--- config.mk ---
export PLATFORM = sky130hd
export DESIGN_NAME = link_ctrl_fsm_flat
export DESIGN_NICKNAME = d
export VERILOG_FILES = /design/src/rtl/link_fsm_pkg.sv /design/src/rtl/link_ctrl_fsm_if.sv /design/src/rtl/link_ctrl_fsm_idle_hold.sv /design/src/rtl/link_ctrl_fsm.sv /design/src/flat_wrapper.sv
export SDC_FILE = /design/constraint.sdc
export NUM_CORES = 1
export LEC_CHECK = 0
export BUFFER_PORTS_ARGS = -buffer_cell sky130_fd_sc_hd__buf_2
export CAP_MARGIN = 20
export CORE_UTILIZATION = 47
export DETAILED_ROUTE_END_ITERATION = 16
export PLACE_DENSITY = 0.77
export SYNTH_ARGS = -nofsm -noshare
export SYNTH_HDL_FRONTEND = slang
export SYNTH_HIERARCHICAL = 1
export SYNTH_SLANG_ARGS = --single-unit
--- constraint.sdc ---
create_clock -name clk -period 1.6 [get_ports clk]
set_input_delay 0.16 -clock clk [delete_from_list [all_inputs] [get_ports clk]]
set_output_delay 0.16 -clock clk [all_outputs]
set_load 0.02 [all_outputs]
--- src/rtl/link_fsm_pkg.sv ---
// Shared state encodings and default parameters for the link-control FSM.
// Optional idle hysteresis is selected with LINK_FSM_IDLE_HOLD_EN.
package link_fsm_pkg;

   localparam int unsigned N_CH_DEF      = 8;
   localparam int unsigned TH_W_DEF      = 8;
   localparam int unsigned IDLE_HOLD_DEF = 4;
   localparam int unsigned ST_W          = 3;

   typedef enum logic [ST_W-1:0] {
      ST_RESET  = 3'b000,
      ST_INIT   = 3'b001,
      ST_IDLE   = 3'b010,
      ST_ACTIVE = 3'b100,
      ST_ERROR  = 3'b101
   } link_state_e;

   // Bits needed to hold a count from 0 up to and including max_val.
   function automatic int unsigned cnt_width(input int unsigned max_val);
      return (max_val < 2) ? 1 : $clog2(max_val + 1);
   endfunction

endpackage

--- src/rtl/link_ctrl_fsm_if.sv ---
// Link-control bundle between the FSM (slave) and its environment (master).
interface link_ctrl_fsm_if
   import link_fsm_pkg::*;
#(
   parameter int unsigned N_CH = N_CH_DEF,
   parameter int unsigned TH_W = TH_W_DEF
);
   logic                 init;
   logic [TH_W-1:0]      umbral_lo;
   logic [TH_W-1:0]      umbral_hi;
   logic [N_CH-1:0]      empty_fifo;
   logic [N_CH-1:0]      error_fifo;
   logic [ST_W-1:0]      state;
   logic [ST_W-1:0]      nxt_state;
   logic [TH_W-1:0]      umbral_lo_out;
   logic [TH_W-1:0]      umbral_hi_out;
   logic                 idle_out;
   logic                 active_out;
   logic                 error_out;
   logic                 cfg_err;
   logic [N_CH-1:0]      err_ch;

   modport master (
      output init, umbral_lo, umbral_hi, empty_fifo, error_fifo,
      input  state, nxt_state, umbral_lo_out, umbral_hi_out,
             idle_out, active_out, error_out, cfg_err, err_ch
   );

   modport slave (
      input  init, umbral_lo, umbral_hi, empty_fifo, error_fifo,
      output state, nxt_state, umbral_lo_out, umbral_hi_out,
             idle_out, active_out, error_out, cfg_err, err_ch
   );
endinterface

--- src/rtl/link_ctrl_fsm_idle_hold.sv ---
// Saturating hold counter; done_c flags the cycle that completes MAX
// consecutive enabled cycles.
module idle_hold_cnt
   import link_fsm_pkg::*;
#(
   parameter int unsigned MAX = IDLE_HOLD_DEF
) (
   input  logic clk,
   input  logic reset,
   input  logic clr,
   input  logic en,
   output logic done_c
);
   localparam int unsigned CW   = cnt_width(MAX);
   localparam logic [CW-1:0] LAST = CW'(MAX - 1);
   localparam logic [CW-1:0] TOP  = CW'(MAX);

   logic [CW-1:0] cnt_q;

   always_ff @(posedge clk or posedge reset) begin
      if (reset)                      cnt_q <= '0;
      else if (clr)                   cnt_q <= '0;
      else if (en && (cnt_q != TOP))  cnt_q <= cnt_q + CW'(1);
   end

   assign done_c = en && (cnt_q >= LAST);

endmodule

--- src/rtl/link_ctrl_fsm.sv ---
// Link-control FSM: RESET/INIT/IDLE/ACTIVE/ERROR sequencing, threshold capture
// and sticky per-channel error record. LINK_FSM_IDLE_HOLD_EN adds idle hysteresis.
module link_ctrl_fsm
   import link_fsm_pkg::*;
#(
   parameter int unsigned N_CH      = N_CH_DEF,
   parameter int unsigned TH_W      = TH_W_DEF,
   parameter int unsigned IDLE_HOLD = IDLE_HOLD_DEF
) (
   input  logic            clk,
   input  logic            reset,
   link_ctrl_fsm_if.slave  bus
);

   if ((N_CH < 1) || (N_CH > 32) || (IDLE_HOLD < 1)) begin : g_bad_cfg
      $error("link_ctrl_fsm: N_CH must be 1..32 and IDLE_HOLD >= 1");
   end

   link_state_e     state_q;
   link_state_e     state_d;
   logic            any_err_c;
   logic            all_empty_c;
   logic            th_ok_c;
   logic            hold_done_c;
   logic [TH_W-1:0] lo_q;
   logic [TH_W-1:0] hi_q;
   logic            cfg_err_q;
   logic            idle_q;
   logic            active_q;
   logic            error_q;
   logic [N_CH-1:0] err_ch_q;

   assign any_err_c   = |bus.error_fifo;
   assign all_empty_c = &bus.empty_fifo;
   assign th_ok_c     = (bus.umbral_lo <= bus.umbral_hi);

`ifdef LINK_FSM_IDLE_HOLD_EN
   logic hold_en_c;
   logic hold_clr_c;

   // Counts all-empty cycles in ACTIVE; anything else restarts the window.
   assign hold_en_c  = (state_q == ST_ACTIVE) && all_empty_c;
   assign hold_clr_c = !hold_en_c;

   idle_hold_cnt #(
      .MAX (IDLE_HOLD)
   ) u_idle_hold (
      .clk    (clk),
      .reset  (reset),
      .clr    (hold_clr_c),
      .en     (hold_en_c),
      .done_c (hold_done_c)
   );
`else
   assign hold_done_c = 1'b1;
`endif

   always_ff @(posedge clk or posedge reset) begin
      if (reset) state_q <= ST_RESET;
      else       state_q <= state_d;
   end

   // Next-state: errors dominate, reconfiguration is only honoured from IDLE.
   always_comb begin
      state_d = ST_RESET;
      case (state_q)
         ST_RESET:  state_d = ST_INIT;
         ST_INIT:   state_d = (bus.init && th_ok_c) ? ST_IDLE : ST_INIT;
         ST_IDLE: begin
            if (any_err_c)         state_d = ST_ERROR;
            else if (!bus.init)    state_d = ST_INIT;
            else if (!all_empty_c) state_d = ST_ACTIVE;
            else                   state_d = ST_IDLE;
         end
         ST_ACTIVE: begin
            if (any_err_c)                       state_d = ST_ERROR;
            else if (all_empty_c && hold_done_c) state_d = ST_IDLE;
            else                                 state_d = ST_ACTIVE;
         end
         ST_ERROR:  state_d = bus.init ? ST_INIT : ST_ERROR;
         default:   state_d = ST_RESET;
      endcase
   end

   // Status flags are taken from the next state so they line up with state_q.
   always_ff @(posedge clk or posedge reset) begin
      if (reset) begin
         idle_q   <= 1'b0;
         active_q <= 1'b0;
         error_q  <= 1'b0;
      end else begin
         idle_q   <= (state_d == ST_IDLE);
         active_q <= (state_d == ST_ACTIVE);
         error_q  <= (state_d == ST_ERROR);
      end
   end

   always_ff @(posedge clk or posedge reset) begin
      if (reset) begin
         lo_q      <= '0;
         hi_q      <= '0;
         cfg_err_q <= 1'b0;
      end else if (state_q == ST_INIT) begin
         lo_q      <= bus.umbral_lo;
         hi_q      <= bus.umbral_hi;
         cfg_err_q <= !th_ok_c;
      end
   end

   // Sticky error record; accumulating in IDLE/ACTIVE also covers the ERROR entry edge.
   always_ff @(posedge clk or posedge reset) begin
      if (reset) begin
         err_ch_q <= '0;
      end else begin
         case (state_q)
            ST_IDLE,
            ST_ACTIVE: err_ch_q <= err_ch_q | bus.error_fifo;
            ST_ERROR:  if (bus.init) err_ch_q <= '0;
            default:   err_ch_q <= err_ch_q;
         endcase
      end
   end

   assign bus.state         = state_q;
   assign bus.nxt_state     = state_d;
   assign bus.umbral_lo_out = lo_q;
   assign bus.umbral_hi_out = hi_q;
   assign bus.cfg_err       = cfg_err_q;
   assign bus.idle_out      = idle_q;
   assign bus.active_out    = active_q;
   assign bus.error_out     = error_q;
   assign bus.err_ch        = err_ch_q;

endmodule

--- src/flat_wrapper.sv ---
// flat-port wrapper written by rule: the top's interface ports become plain ports
module link_ctrl_fsm_flat import link_fsm_pkg::*;
#(
   parameter int unsigned N_CH      = N_CH_DEF,
   parameter int unsigned TH_W      = TH_W_DEF,
   parameter int unsigned IDLE_HOLD = IDLE_HOLD_DEF
)
  (clk, reset, bus_init, bus_umbral_lo, bus_umbral_hi, bus_empty_fifo, bus_error_fifo, bus_state, bus_nxt_state, bus_umbral_lo_out, bus_umbral_hi_out, bus_idle_out, bus_active_out, bus_error_out, bus_cfg_err, bus_err_ch);
  link_ctrl_fsm_if #(.N_CH(N_CH), .TH_W(TH_W)) bus_i ();
  input  logic clk;
  input  logic reset;
  input wire logic [$bits(bus_i.init)-1:0] bus_init;
  input wire logic [$bits(bus_i.umbral_lo)-1:0] bus_umbral_lo;
  input wire logic [$bits(bus_i.umbral_hi)-1:0] bus_umbral_hi;
  input wire logic [$bits(bus_i.empty_fifo)-1:0] bus_empty_fifo;
  input wire logic [$bits(bus_i.error_fifo)-1:0] bus_error_fifo;
  output wire logic [$bits(bus_i.state)-1:0] bus_state;
  output wire logic [$bits(bus_i.nxt_state)-1:0] bus_nxt_state;
  output wire logic [$bits(bus_i.umbral_lo_out)-1:0] bus_umbral_lo_out;
  output wire logic [$bits(bus_i.umbral_hi_out)-1:0] bus_umbral_hi_out;
  output wire logic [$bits(bus_i.idle_out)-1:0] bus_idle_out;
  output wire logic [$bits(bus_i.active_out)-1:0] bus_active_out;
  output wire logic [$bits(bus_i.error_out)-1:0] bus_error_out;
  output wire logic [$bits(bus_i.cfg_err)-1:0] bus_cfg_err;
  output wire logic [$bits(bus_i.err_ch)-1:0] bus_err_ch;
  assign bus_i.init = bus_init;
  assign bus_i.umbral_lo = bus_umbral_lo;
  assign bus_i.umbral_hi = bus_umbral_hi;
  assign bus_i.empty_fifo = bus_empty_fifo;
  assign bus_i.error_fifo = bus_error_fifo;
  assign bus_state = bus_i.state;
  assign bus_nxt_state = bus_i.nxt_state;
  assign bus_umbral_lo_out = bus_i.umbral_lo_out;
  assign bus_umbral_hi_out = bus_i.umbral_hi_out;
  assign bus_idle_out = bus_i.idle_out;
  assign bus_active_out = bus_i.active_out;
  assign bus_error_out = bus_i.error_out;
  assign bus_cfg_err = bus_i.cfg_err;
  assign bus_err_ch = bus_i.err_ch;
  link_ctrl_fsm #(.N_CH(N_CH), .TH_W(TH_W), .IDLE_HOLD(IDLE_HOLD)) u_core (.clk(clk), .reset(reset), .bus(bus_i));
endmodule
==> impl_metrics.csv, run 1 <==
group,metric,value,unit
logic_synthesis,ys_seq_area_share,48.36,%
setup_path,reg2reg_to,"u_core/bus.cfg_err",
global_routing,grt_pass1_wl,6.313,mm
min_path,min_from,"bus_umbral_hi[4]",
power_and_ir_drop,netSwitchingFraction,42.79,%
global_routing,overflow,0,
power_and_ir_drop,internal_power,2.836,mW
sta,finalHoldViolCount,0,
logic_synthesis,ys_top_cells_by_count,"dfrtp_1, a21oi_1, inv_1, o21ai_0, mux2_4",
clocking,ctsHtreeMaxLevel,2,
logic_synthesis,synth-edff-count,0,
logic_synthesis,ys_types,29,
logic_synthesis,netlist_instances,139,
placed_design,post-dp-hpwl,2.857,mm
floorplanning,die_w,60.42,microns
final_layout,flow.area_growth_from_synthesis,56.86,%
run_status,status,"finished with violations",
routing,antenna_left,0,
global_routing,grt_max_degree,32,
placed_design,port-buffer-count,68,
power_and_ir_drop,ir_drop,997.1,uV
setup_path,crit_required,1440,ps
clocking,cts_buffers,5,
clocking,tritoncts,"yes",
final_layout,diodes,0,
clocking,clock_path_buffers,2,
clocking,path_clk_slew,100,ps
floorplanning,fp.dieArea,3651,sq um
logic_synthesis,synth_top_cell_area_share,48.36,%
clocking,cts_sinks,31,
clocking,clk-insertion-delay-late,330,ps
min_path,worstHoldPathCells,2,
sta,tightest_slew,577.9,ps
logic_synthesis,synth_warnings,6,
power_and_ir_drop,clkPwrFrac,8.8,%
run,drv_cap,0,
sta,postLayoutSetupSlackWorst,-219.9,ps
sta,fin_crit_sh,113.7,%
power_and_ir_drop,power_frac_seq,29.5,%
power_and_ir_drop,switchingPower,2.121,mW
sta,slew_headroom,61.33,%
setup_path,ff2ff_setup_slack,-80,ps
logic_synthesis,synth_top_area_cell,"dfrtp_1",
global_routing,grt_use_total,24.18,%
power_and_ir_drop,power.density,1970,nW/um^2
routing,drtIter0Drc,114,
setup_path,startpoint_type,"flip-flop",
routing,via_count,1568,
global_routing,grt_antenna_before_repair,0,
logic_synthesis,synth-seq-cells,31,
sta,rsz0062_at_grt,"yes",
setup_path,cp-end-kind,"primary output",
final_layout,drive_above_1_share,63.60,%
routing,drc,0,
routing,routed_wirelength,5.099,mm
setup_path,crit_fanout,6,
power_and_ir_drop,comb_power_share,61.7,%
power_and_ir_drop,power_leakage,1.226,nW
logic_synthesis,ys.flop_type,"dfrtp_1",
setup_path,path_class,"flip-flop to primary output",
routing,wl_per_cell,18.75,microns
final_layout,num-fill-cells,187,
run_status,violations,"negative setup slack",
setup_path,reg2reg_depth,5,
floorplanning,io_pins,69,
routing,first_pass_iters,4,
floorplanning,coreArea,3153,sq um
logic_synthesis,synthTopCellsByArea,"dfrtp_1, mux2_4, a21oi_1, ha_1, mux2_2",
min_path,min_path_type,"input port to flip-flop",
floorplanning,num_rows,20,
clocking,ctsRootBufferMaster,"clkbuf_4",
power_and_ir_drop,p_total,4.957,mW
logic_synthesis,syn_avg_cell_area,11.54,sq um
sta,fmaxAchievable,549.5,MHz
routing,via_per_inst,5.765,
floorplanning,initial_core_util,50.87,%
sta,skew,16.52,ps
min_path,hold_end,"u_core/bus.umbral_hi_out[4]",
logic_synthesis,synth_most_common_cell,"dfrtp_1",
sta,finalSetupViolCount,20,
sta,min_period,1820,ps
final_layout,fin_nets,270,
sta,setup_tns,-1387,ps
setup_path,arrival,1660,ps
floorplanning,die_h,60.42,microns
sta,whs,60.32,ps
logic_synthesis,syn_area,1604,sq um
final_layout,utilization,79.80,%
global_routing,grt_pass1_vias,1467,
placed_design,place_congestion,0.7833,
setup_path,r2r_start,"u_core/bus.state[0]",
logic_synthesis,async_flop_share,100.0,%
logic_synthesis,synth_nets,182,
sta,slew_violations,0,
## routing by layer
metal	track usage [%]	wire (microns)	vias to the layer above	part of all wire [%]
met5	0	0	-	0
met4	12.01	193	0	3.8
met3	7.036	341	24	6.7
met2	41.92	2658	109	52
met1	27.14	1905	754	37
li1	-	-	681	-
## kinds of logic after synthesis
group                      count (synthesis)  share of synthesized area, %
muxes                                     17                         14.27
buffers and inverters                     16                         5.694
adders and majority gates                  8                         6.240
and+or+nand+nor                           26                         10.61
AOI/OAI and AO/OA                         41                         14.82
DFF                                       31                         48.36
## layout make-up
class	instances	area, sq um	share of cell area (%)
Clock buffer	7	45.04	1.790
Inverter	12	55.05	2.188
Timing Repair Buffer	85	625.6	24.86
Tap cell	44	55.05	2.188
Multi-Input combinational cell	92	950.9	37.79
Clock inverter	1	5.005	0.1989
Sequential cell	31	779.5	30.98
## stage by stage
step	cells	area, sq um	setup slack [ps]
floorplan	139	1623	13.90
global placement	258	2067	-179.3
detailed placement	258	2067	-201.4
CTS	269	2266	-173.9
global route	272	2516	-259.1
finish	272	2516	-219.9
## placed cells by master (no fill, tap or decap), drive strengths merged, types with 4 or more instances in the layout
cell type	synthesis	layout
buf	3	82
dfrtp	31	31
inv	12	12
o21ai	12	12
nand2	4	4
nor2	4	4
mux2	17	17
ha	8	8
nor2b	4	4
clkbuf	1	9
a21oi	20	20
nand4	5	5
## worst max-delay path: stages, from the launching register on
cell and delay [ps]:
dfrtp_2 480, nor4_2 400, o21ai_2 150, o41ai_4 90
buf_4 210
## timing repair
| action | in CTS | in global routing |
|---|---|---|
| pin swaps | 3 | 3 |
| hold buffers | 1 | 0 |
| hold endpoints to repair | 31 | 0 |
| setup endpoints to repair | 3 | 11 |
| buffers inserted | 2 | 1 |
| gates cloned | 0 | 2 |
| resized for setup | 27 | 47 |
## state kept, by name, summed over array words and instances, names as in the netlist
register                  flops
u_core/bus.umbral_hi_out      8
u_core/bus.cfg_err            1
u_core/bus.idle_out           1
u_core/bus.umbral_lo_out      8
u_core/bus.active_out         1
u_core/bus.state              3
u_core/bus.err_ch             8
u_core/bus.error_out          1
## power groups by stage
stage / sequential [mW] / clock, mW / combinational (mW)
5_1_grt: 1.50 / 0.469 / 3.22
6_report: 1.46 / 0.434 / 3.06
4_1_cts: 1.42 / 0.436 / 2.56
3_3_place_gp: 1.39 / 0 / 2.33
3_5_place_dp: 1.42 / 0 / 2.41
2_1_floorplan: 1.87 / 0 / 1.25
## worst max path at each step
| stage | slack [ps] | cells past startpoint | end | start |
|---|---|---|---|---|
| 4_1_cts | -170 | 5 | bus_nxt_state[2] | u_core/bus.state[2] |
| 3_5_place_dp | -200 | 9 | bus_nxt_state[1] | bus_umbral_hi[1] |
| 5_1_grt | -260 | 5 | bus_nxt_state[1] | u_core/bus.state[2] |
| 3_3_place_gp | -180 | 8 | bus_nxt_state[1] | bus_umbral_hi[7] |
| 2_1_floorplan | 10 | 5 | u_core/bus.cfg_err | u_core/bus.state[0] |
| 6_report | -220 | 4 | bus_nxt_state[1] | u_core/bus.state[0] |
(Power assumes the default switching activity.)
==> inputs of run 2 (changes only) <==
PLACE_DENSITY = 0.82   (was 0.77)
==> impl_metrics.csv, run 2 (synthesis results as in run 1) <==
group,metric,value,unit
run_status,status,"finished with violations",
run_status,violations,"negative setup slack",
setup_path,crit_fanout,3,
sta,slew_violations,0,
power_and_ir_drop,power.density,1902,nW/um^2
routing,via_per_inst,5.212,
final_layout,multi_input_area,872.1,sq um
setup_path,cp-end-kind,"primary output",
final_layout,diodes,0,
placed_design,port-buffer-count,68,
sta,fin_crit_sh,110.7,%
clocking,tritoncts,"yes",
final_layout,flow.area_growth_from_synthesis,47.82,%
min_path,min_path_type,"input port to flip-flop",
global_routing,grt_use_total,20.80,%
final_layout,fin_area,2371,sq um
routing,drtIter0Drc,47,
clocking,ctsHtreeMaxLevel,2,
routing,wl_per_cell,14.16,microns
sta,rsz0062_at_grt,"yes",
clocking,cts_buffers,5,
setup_path,crit_required,1440,ps
sta,setup_tns,-420.9,ps
clocking,ctsRootBufferMaster,"clkbuf_4",
power_and_ir_drop,ir_drop,895.4,uV
sta,slew_headroom,64.54,%
final_layout,drive_above_1_share,59.83,%
final_layout,layout_common_cells,"buf_2, dfrtp_1, a21oi_1, buf_4",
run,drv_cap,0,
floorplanning,io_pins,69,
floorplanning,coreArea,3153,sq um
placed_design,place_inst,261,
global_routing,grt_max_degree,32,
global_routing,grt_antenna_before_repair,0,
sta,min_period,1772,ps
clocking,clk-insertion-delay-late,320,ps
clocking,path_clk_slew,90,ps
routing,first_pass_iters,4,
floorplanning,fp.dieArea,3651,sq um
routing,routed_wirelength,3.867,mm
final_layout,regArea,778.2,sq um
placed_design,post-dp-hpwl,2.580,mm
clocking,cts_sinks,31,
placed_design,dpl_cell_area,2090,sq um
final_layout,num-fill-cells,225,
sta,skew,11.56,ps
power_and_ir_drop,power_leakage,1.179,nW
routing,via_count,1423,
setup_path,arrival,1610,ps
floorplanning,num_rows,20,
sta,postLayoutSetupSlackWorst,-171.8,ps
sta,finalHoldViolCount,0,
floorplanning,initial_core_util,50.87,%
routing,drc,0,
sta,fmaxAchievable,564.4,MHz
global_routing,overflow,0,
sta,tightest_slew,530.0,ps
sta,finalSetupViolCount,3,
power_and_ir_drop,p_total,4.509,mW
final_layout,final_common_cell,"buf_2",
global_routing,grt_pass1_wl,5.506,mm
floorplanning,die_w,60.42,microns
final_layout,finalNonFillerCells,273,
floorplanning,die_h,60.42,microns
setup_path,startpoint_type,"input port",
setup_path,path_class,"input port to primary output",
routing,antenna_left,0,
global_routing,grt_pass1_vias,1282,
clocking,clock_path_buffers,2,
final_layout,fin_nets,271,
placed_design,place_congestion,0.7906,
==> run 2: final timing paths <==
kind	start	endpoint	slack (ps)	depth (start not counted)
worst max register to register	u_core/bus.state[0]	u_core/bus.umbral_hi_out[4]	110	4
worst min register to register	u_core/bus.umbral_lo_out[0]	u_core/bus.umbral_lo_out[0]	510	1
min in group asynchronous	reset	u_core/bus.err_ch[4]	440	4
max in group asynchronous	reset	u_core/bus.state[2]	860	4
worst max-delay path	bus_umbral_hi[7]	bus_nxt_state[1]	-170	9
worst min-delay path	bus_umbral_hi[5]	u_core/bus.umbral_hi_out[5]	70	2
==> run 2: timing repair <==
action	4_1_cts	5_1_grt
buffers inserted	3	0
setup endpoints to repair	3	3
pin swaps	4	2
endpoints found under the hold margin	31	0
hold buffers	1	0
cloned	0	0
gates resized for setup	24	16
==> run 2: final cells by class <==
cell class / count / share of cell area (%)
Multi-Input combinational cell: 92 / 36.78
Clock buffer: 8 / 2.902
Timing Repair Buffer: 86 / 23.17
Inverter: 12 / 2.005
Sequential cell: 31 / 32.82
Tap cell: 44 / 2.322
==> run 2: stage by stage <==
step           hold WS, ps  setup WS [ps]  util [%]
3_5_place_dp         254.1         -241.9     66.27
4_1_cts              56.27         -143.8     72.18
3_3_place_gp         254.2         -185.8     66.27
2_1_floorplan        263.5          13.90         -
6_report             74.57         -171.8     75.20
5_1_grt              53.15         -276.1     75.20
==> run 2: routing by layer <==
metal / global-route usage (%) / vias up / share of wire (%)
met5: 0 / - / 0
met2: 35.32 / 55 / 51
met4: 9.091 / 0 / 1.7
li1: - / 682 / -
met1: 24.59 / 678 / 42
met3: 5.970 / 8 / 5.6
==> run 2: critical path, cell delays in order <==
cell	delay (ps)
buf_2	100
inv_2	40
ha_4	260
nand4_1	140
nor2_1	150
a211o_1	170
nand3_2	130
o41ai_4	240
buf_4	200
==> run 2: where the power goes <==
group          switching, mW  internal (mW)  total (mW)  leakage (nW)
Sequential             0.244           1.17        1.41         0.371
Combinational           1.35           1.23        2.59         0.770
Clock                  0.252          0.259       0.511        0.0386
Total                   1.85           2.66        4.51          1.18
